$ cat config.mk
export PLATFORM = sky130hd
export DESIGN_NAME = axi_read_arbiter
export DESIGN_NICKNAME = d
export VERILOG_FILES = /design/src/rtl/axi_arb_pkg.sv /design/src/rtl/axi_addr_decoder.sv /design/src/rtl/axi_read_arbiter.sv
export SDC_FILE = /design/constraint.sdc
export NUM_CORES = 1
export LEC_CHECK = 0
export CORE_MARGIN = 3
export CORE_UTILIZATION = 56
export CTS_BUF_LIST = sky130_fd_sc_hd__clkbuf_4
export DETAILED_ROUTE_END_ITERATION = 16
export GPL_TIMING_DRIVEN = 0
export PLACE_DENSITY = 0.93
export SKIP_LAST_GASP = 1
export SYNTH_ARGS = -nofsm -noshare
export SYNTH_HDL_FRONTEND = slang
export SYNTH_HIERARCHICAL = 1
export SYNTH_SLANG_ARGS = --single-unit
$ cat constraint.sdc
create_clock -name ACLK -period 10.4 [get_ports ACLK]
set_input_delay 2.08 -clock ACLK [delete_from_list [all_inputs] [get_ports ACLK]]
set_output_delay 2.08 -clock ACLK [all_outputs]
set_load 0.1 [all_outputs]
$ cat src/rtl/axi_arb_pkg.sv
// axi_arb_pkg: shared constants, slave address map and master FSM states for the read arbiter
package axi_arb_pkg;
    localparam int NUM_M_P     = 3;
    localparam int NUM_S_P     = 6;
    localparam int MIDX_BITS_P = 2;
    localparam int SIDX_BITS_P = 3;
    localparam int DUMMY_M     = NUM_M_P;
    localparam int DEF_S       = NUM_S_P;
    localparam int DUMMY_S     = NUM_S_P + 1;
    localparam logic [NUM_S_P-1:0][31:0] SLV_BEGIN = {
        32'h2000_0000, 32'h1001_0000, 32'h1002_0000,
        32'h0002_0000, 32'h0001_0000, 32'h0000_0000
    };
    localparam logic [NUM_S_P-1:0][31:0] SLV_END = {
        32'h201F_FFFF, 32'h1001_03FF, 32'h1002_03FF,
        32'h0002_FFFF, 32'h0001_FFFF, 32'h0000_3FFF
    };
    typedef enum logic [1:0] {IDLE, ADDR, DATA} state_e;
endpackage

$ cat src/rtl/axi_addr_decoder.sv
// axi_addr_decoder: maps a read address to its slave index, unmapped addresses go to the default slave
module axi_addr_decoder
    import axi_arb_pkg::*;
#(
    parameter int NUM_S     = NUM_S_P,
    parameter int SIDX_BITS = SIDX_BITS_P
) (
    input  logic [31:0]          addr,
    output logic [SIDX_BITS-1:0] sidx
);
    always_comb begin
        sidx = SIDX_BITS'(NUM_S);
        for (int s = 0; s < NUM_S; s++)
            if ((addr - SLV_BEGIN[s]) <= (SLV_END[s] - SLV_BEGIN[s])) sidx = SIDX_BITS'(s);
    end
endmodule

$ cat src/rtl/axi_read_arbiter.sv
// axi_read_arbiter: round-robin AR arbiter holding registered read-mux selects until each burst's last beat
module axi_read_arbiter
    import axi_arb_pkg::*;
#(
    parameter int NUM_M     = NUM_M_P,
    parameter int NUM_S     = NUM_S_P,
    parameter int MIDX_BITS = MIDX_BITS_P,
    parameter int SIDX_BITS = SIDX_BITS_P
) (
    input  logic                            ACLK,
    input  logic                            ARESET,
    input  logic [NUM_M-1:0][31:0]          ARADDR_M,
    input  logic [NUM_M-1:0]                ARVALID_M,
    input  logic [NUM_S:0]                  ARREADY_S,
    input  logic [NUM_S:0]                  RVALID_S,
    input  logic [NUM_S:0]                  RLAST_S,
    input  logic [NUM_M-1:0]                RREADY_M,
    output logic [NUM_S:0][MIDX_BITS-1:0]   SRIdx,
    output logic [NUM_M-1:0][SIDX_BITS-1:0] MRIdx
);
    localparam logic [MIDX_BITS-1:0] M_IDLE = MIDX_BITS'(NUM_M);
    localparam logic [MIDX_BITS-1:0] M_LAST = MIDX_BITS'(NUM_M - 1);
    localparam logic [SIDX_BITS-1:0] S_IDLE = SIDX_BITS'(NUM_S + 1);
    logic [NUM_M-1:0][SIDX_BITS-1:0] dec;
    state_e                          state_q [NUM_M];
    state_e                          state_d [NUM_M];
    logic [NUM_S:0]                  lock_q, lock_d;
    logic [MIDX_BITS-1:0]            ptr_q, ptr_d;
    logic [NUM_S:0][MIDX_BITS-1:0]   sridx_q, sridx_d;
    logic [NUM_M-1:0][SIDX_BITS-1:0] mridx_q, mridx_d;
    logic [MIDX_BITS-1:0]            c;
    logic [SIDX_BITS-1:0]            t;
    logic                            found;
    for (genvar g = 0; g < NUM_M; g++) begin : g_dec
        axi_addr_decoder #(.NUM_S(NUM_S), .SIDX_BITS(SIDX_BITS)) u_dec (
            .addr (ARADDR_M[g]),
            .sidx (dec[g])
        );
    end
    // mridx_q doubles as the latched target slave of each busy master
    always_comb begin
        state_d = state_q;
        lock_d  = lock_q;
        ptr_d   = ptr_q;
        sridx_d = sridx_q;
        mridx_d = mridx_q;
        found   = 1'b0;
        t       = '0;
        for (int m = 0; m < NUM_M; m++) begin
            t = mridx_q[m];
            if (state_q[m] == ADDR && ARVALID_M[m] && ARREADY_S[t]) state_d[m] = DATA;
            if (state_q[m] == DATA && RVALID_S[t] && RREADY_M[m] && RLAST_S[t]) begin
                state_d[m] = IDLE;
                lock_d[t]  = 1'b0;
                sridx_d[t] = M_IDLE;
                mridx_d[m] = S_IDLE;
            end
        end
        c = ptr_q;
        for (int i = 0; i < NUM_M; i++) begin
            if (!found && state_q[c] == IDLE && ARVALID_M[c] && !lock_q[dec[c]]) begin
                found           = 1'b1;
                state_d[c]      = ADDR;
                lock_d[dec[c]]  = 1'b1;
                sridx_d[dec[c]] = c;
                mridx_d[c]      = dec[c];
                ptr_d           = (c == M_LAST) ? '0 : c + 1'b1;
            end
            c = (c == M_LAST) ? '0 : c + 1'b1;
        end
    end
    always_ff @(posedge ACLK) begin
        if (ARESET) begin
            for (int m = 0; m < NUM_M; m++) state_q[m] <= IDLE;
            lock_q  <= '0;
            ptr_q   <= '0;
            sridx_q <= {(NUM_S + 1){M_IDLE}};
            mridx_q <= {NUM_M{S_IDLE}};
        end else begin
            state_q <= state_d;
            lock_q  <= lock_d;
            ptr_q   <= ptr_d;
            sridx_q <= sridx_d;
            mridx_q <= mridx_d;
        end
    end
    assign SRIdx = sridx_q;
    assign MRIdx = mridx_q;
endmodule

# Word level (Yosys, flattened, before mapping)
# Cells that the tools add are included.
classes:
  n_addsub: 18
  order_cmp: 42
  eq_ne: 9
  mux: 140
  n_bitwise: 24
  reduce_logical: 44
ops:
  columns: ["cell", "n"]
  rows:
  - ["<= comparator 32 x 10 -> 1 bit, second input constant", 6]
  - ["<= comparator 32 x 16 -> 1 bit, second input constant", 6]
  - ["subtractor 32 x 29 -> 32 bit, second input constant", 6]
  - ["<= comparator 32 x 14 -> 1 bit, second input constant", 3]
  - ["<= comparator 32 x 21 -> 1 bit, second input constant", 3]
  - ["subtractor 32 x 17 -> 32 bit, second input constant", 3]
  - ["subtractor 32 x 18 -> 32 bit, second input constant", 3]
  - ["subtractor 32 x 30 -> 32 bit, second input constant", 3]
  - ["2-to-1 mux 14 bit", 6]
  - ["2-to-1 mux 3 bit", 27]
  - ["2-to-1 mux 2 bit", 27]
  - ["bitwise mux 14 bit", 3]
  - ["2-to-1 mux 7 bit", 6]
  - ["bitwise OR 14 bit", 3]
  - ["binary-select mux 1 bit (select 3 bit)", 12]
  - ["demux 2 bit (select 3 bit)", 6]
  - ["logical AND 1 bit", 35]
  - ["bitwise mux 9 bit", 3]
  - ["2-to-1 mux 9 bit", 3]
  - ["less-than comparator 3 x 4 -> 1 bit, second input constant", 6]
  - ["2-to-1 mux 1 bit", 23]
  - ["AND 7 bit", 3]
  - ["inverter 7 bit", 3]
  - ["bitwise OR 7 bit", 3]
  - ["other kinds (22)", 75]
totals:
  reg_bits: 38
  in_bits: 125
  output_inout_bits: 23
  elab_cells: 292

# Depth between registers and ports, before layout
depth:
  ltp_word: 24
  mapped_depth: 16
  depth_no_buf: 15

# Modules after synthesis
# Netlist, hierarchy kept.
modules_own_cells:
  columns: ["module", "instances", "cells_each", "area_each_um2", "seq_area_each_um2"]
  rows:
  - ["axi_read_arbiter", 1, 502, 3875.0, 760.7]
  - ["axi_addr_decoder", 3, 82, 604.3, 0.0]

# Worst setup path before layout
# Ideal clock, no wire load.
synth_path:
  path_type: "input to register"
  from: "in ARADDR_M[20] (netlist bit)"
  to: "reg sridx_q, in the netlist SRIdx[7]"
  setup_ns: 0.069
  arrival_time_ns: 5.926
  required_ns: 10.331
  slack_ns: 4.405
  stages: 14
  n_path_buf: 1
  path_cell_list: "or4_1 -> buf_2 -> o311a_1 -> a211oi_2 -> a311oi_1 -> nor4_1 -> mux2i_1 -> o2bb2ai_4 -> o311ai_1 -> o31a_2 -> a211o_4 -> or3_4 -> mux2_2 -> o21ai_1"
synth_lines:
  columns: ["item", "line", "text"]
  rows:
  - ["start, declared", "axi_read_arbiter.sv:12", "input logic [NUM_M-1:0][31:0] ARADDR_M,"]
  - ["end signal, assigned", "axi_read_arbiter.sv:77", "sridx_q <= {(NUM_S + 1){M_IDLE}};"]
  - ["end signal, assigned", "axi_read_arbiter.sv:83", "sridx_q <= sridx_d;"]
  - ["end, declared", "axi_read_arbiter.sv:29", "logic [NUM_S:0][MIDX_BITS-1:0] sridx_q, sridx_d;"]

==> metrics.md <==
| Metric | Value |
|---|---|
| TritonCTS Sinks | 38 |
| Crit path buf inv count | 3 |
| Hold Violations, Final | 0 |
| Syn Area/Cell | 7.604 um2 |
| Post-synth EDFFs | 0 |
| Slowest cell on the critical path | a2111oi_0 |
| Worst EP arrival | 7.57 ns |
| Die X | 106.8 um |
| Maximum root-to-sink buffer count | 2 |
| Filler cell count in the final layout | 828 |
| Initial core utilization | 57.93% |
| Vias in the first global route | 6,496 |
| Yosys top cell by area | dfxtp_1 |
| Most instantiated cells after synthesis | nor2_1 (61), nand2_1 (53), nor3_1 (42) |
| Total CTS buffers | 5 |
| Final #Nets | 1,002 |
| Port Buffers | 113 |
| Clk pin slew, worst setup/hold paths | 0.13 ns |
| Unrepaired setup endpoints after global routing | no |
| Post-CTS Resized | 0 |
| PwrDens | 172.6 mW/mm2 |
| Vias per cell | 7.051 |
| Max H-tree Level | 2 |
| DRT Pass-1 Iters | 8 |
| Rel. slew slack | 26.68% |
| Synth top area share | 13.37% |
| Part of the cycle the worst path needs | 70.75% |
| GRT overflow | 0 |
| Ys Warns | 6 |
| Max Cap Violations | 0 |
| Register area | 760.7 um2 |
| Dpl ws | 2.952 ns |
| Worst hold path class | reg -> reg |
| Startpoint Class | primary input |
| Yosys cell types | 98 |
| IO Count | 148 |
| Iter 0 DRT Violations | 1,005 |
| Die Y | 106.8 um |
| Leakage Power | 2.496 nW |
| Antenna violations before repair | 0 |
| Clk_lat worst skew | 0.36 ns |
| Crit Path Max Fanout | 10 |
| Status | finished, final reports clean |
| Count leader, synth | nor2_1 |
| Final setup fails | 0 |
| Pin count of the biggest net entering global routing | 13 |
| Slowest stage delay, CP | 0.78 ns |
| GR Util All Layers | 35.65% |
| Post-synth ARST share | 0% |
| Worst-case vdd ir drop | 0.1758 mV |
| Row Count | 36 |
| Area delta synth->final | 23.85% |
| Max-slew violations | 0 |
| Wire per inst | 20.91 um |
| Root Driver | clkbuf_4 |
| Clock skew | 0.02375 ns |
| Syn Std Cell Area | 0.005688 mm2 |
| Syn Inst Count | 748 |
| Achievable Freq | 135.9 MHz |
| Routability Congestion | 1.016 |
| Vias | 7,065 |
| Worst setup path class | in -> reg |
| Setup repair bufs after CTS | 0 |
| Routed Antenna Nets | 0 |
| First-pass GRT wire length | 33,410 um |
| Setup TNS | 0 ns |
| Worst setup slack after layout | 3.042 ns |
| Number of synthesized register bits | 38 |
| Worst setup EP type | register |
| Most used DFF post-synth | dfxtp_1 |
| Fin crit period | 7.358 ns |
| Core box area | 0.009819 mm2 |
| Slew @ Worst Pin | 1.090 ns |
| Share of layout cells above drive strength 1 | 11.74% |
| Hold_buf cts | 0 |
| Die footprint | 0.01140 mm2 |
| CP cell instances | clkdlybuf4s50_1 -> inv_1 -> ha_1 -> nor4b_4 -> nand3_1 -> a2111oi_0 -> and3_4 -> a311o_1 -> nand2b_1 -> a21boi_1 -> o31ai_1 -> o21ai_0 -> nor3b_2 -> buf_4 -> nand2_1 -> nor3_1 -> o211ai_1 |
| DPL Wire Length | 16,320 um |
| CP top delay family | compound AO/OA/AOI/OAI gates |
| Seq/Total Area, Yosys | 13.37% |
| WL final | 20,950 um |
| Synthesized Nets | 882 |
| Largest cells by area after synthesis | dfxtp_1 (13%), mux2i_1 (6.0%), nor2_1 (4.0%) |
| Power, Total | 1.216 mW |
| Worst path required time | 10.61 ns |
| # diodes | 0 |
| CTS tree | done |
| DRC Markers | 0 |
| Multi-input gate area | 0.004614 mm2 |
[placed cells by master (no fill, tap or decap), drive strengths merged, types with 16 or more instances in the layout]
cell type / n
a21oi: 33
a31oi: 27
buf: 19
clkbuf: 27
clkdlybuf4s50: 113
dfxtp: 38
inv: 29
mux2: 21
mux2i: 38
nand2: 53
nand2b: 18
nand3: 25
nand4: 26
nor2: 61
nor3: 43
nor4: 27
o21ai: 16
[kinds of logic after synthesis]
group	after synthesis	share of synthesized area, %
buffers and inverters	73	5.499
multiplexers	63	13.07
adder cells (fa/ha/maj)	9	1.980
AND/OR/NAND/NOR	349	36.27
XOR/XNOR	12	1.848
flip-flops	38	13.37
AO/OA/AOI/OAI	204	27.96
[worst reg2reg max path, delay by kind of cell, from the launching register on]
| family | cells | cell delay (ns) |
|---|---|---|
| DFF | 1 | 0.40 |
| AOI/OAI and AO/OA | 4 | 1.45 |
| and+or+nand+nor | 3 | 0.86 |
| buffers and inverters | 3 | 0.56 |
[report_power, final]
group | internal, mW | switching [mW]
logic | 0.310 | 0.608
registers | 0.179 | 0.0347
clock network | 0.0292 | 0.0542
total | 0.518 | 0.697
[final timing paths]
path	start	slack (ns)	to	depth (start not counted)
worst max-delay path	ARADDR_M[49]	3.04	t[1]	17
worst min-delay path	state_q[2]	0.55	state_q[2]	2
worst max register to register	ptr_q[1]	6.99	t[1]	10
worst min register to register	state_q[2]	0.55	state_q[2]	2
[per-layer routing]
layer	part of all wire (%)	vias up	global-route usage, %
met5	0	-	0
met4	2.4	0	8.402
met3	11	69	5.358
met2	47	500	60.48
met1	40	3307	47.70
li1	-	3189	-
[stage by stage]
step	instances	utilization, %	hold WS, ns	instance area [um2]
6_report	1002	71.74	0.5549	7044
5_1_grt	1002	71.74	0.5799	7044
4_1_cts	1002	71.74	0.5465	7044
3_5_place_dp	994	71.14	0.5323	6985
3_3_place_gp	994	71.14	0.5175	6985
2_1_floorplan	748	-	0.4889	5688
[flip-flops by register name, indices dropped and copies added, names as in the netlist]
register  cells
t             3
MRIdx         6
state_q       6
ptr_q         2
SRIdx        14
lock_q        7
[layout make-up]
cell class / count / area share, %
Tap cell: 133 / 2.362
Clock buffer: 6 / 0.6394
Buffer: 40 / 2.682
Sequential cell: 38 / 10.80
Clock inverter: 2 / 0.1954
Multi-Input combinational cell: 637 / 65.51
Timing Repair Buffer: 113 / 16.06
Inverter: 33 / 1.758
(Power assumes the default switching activity.)
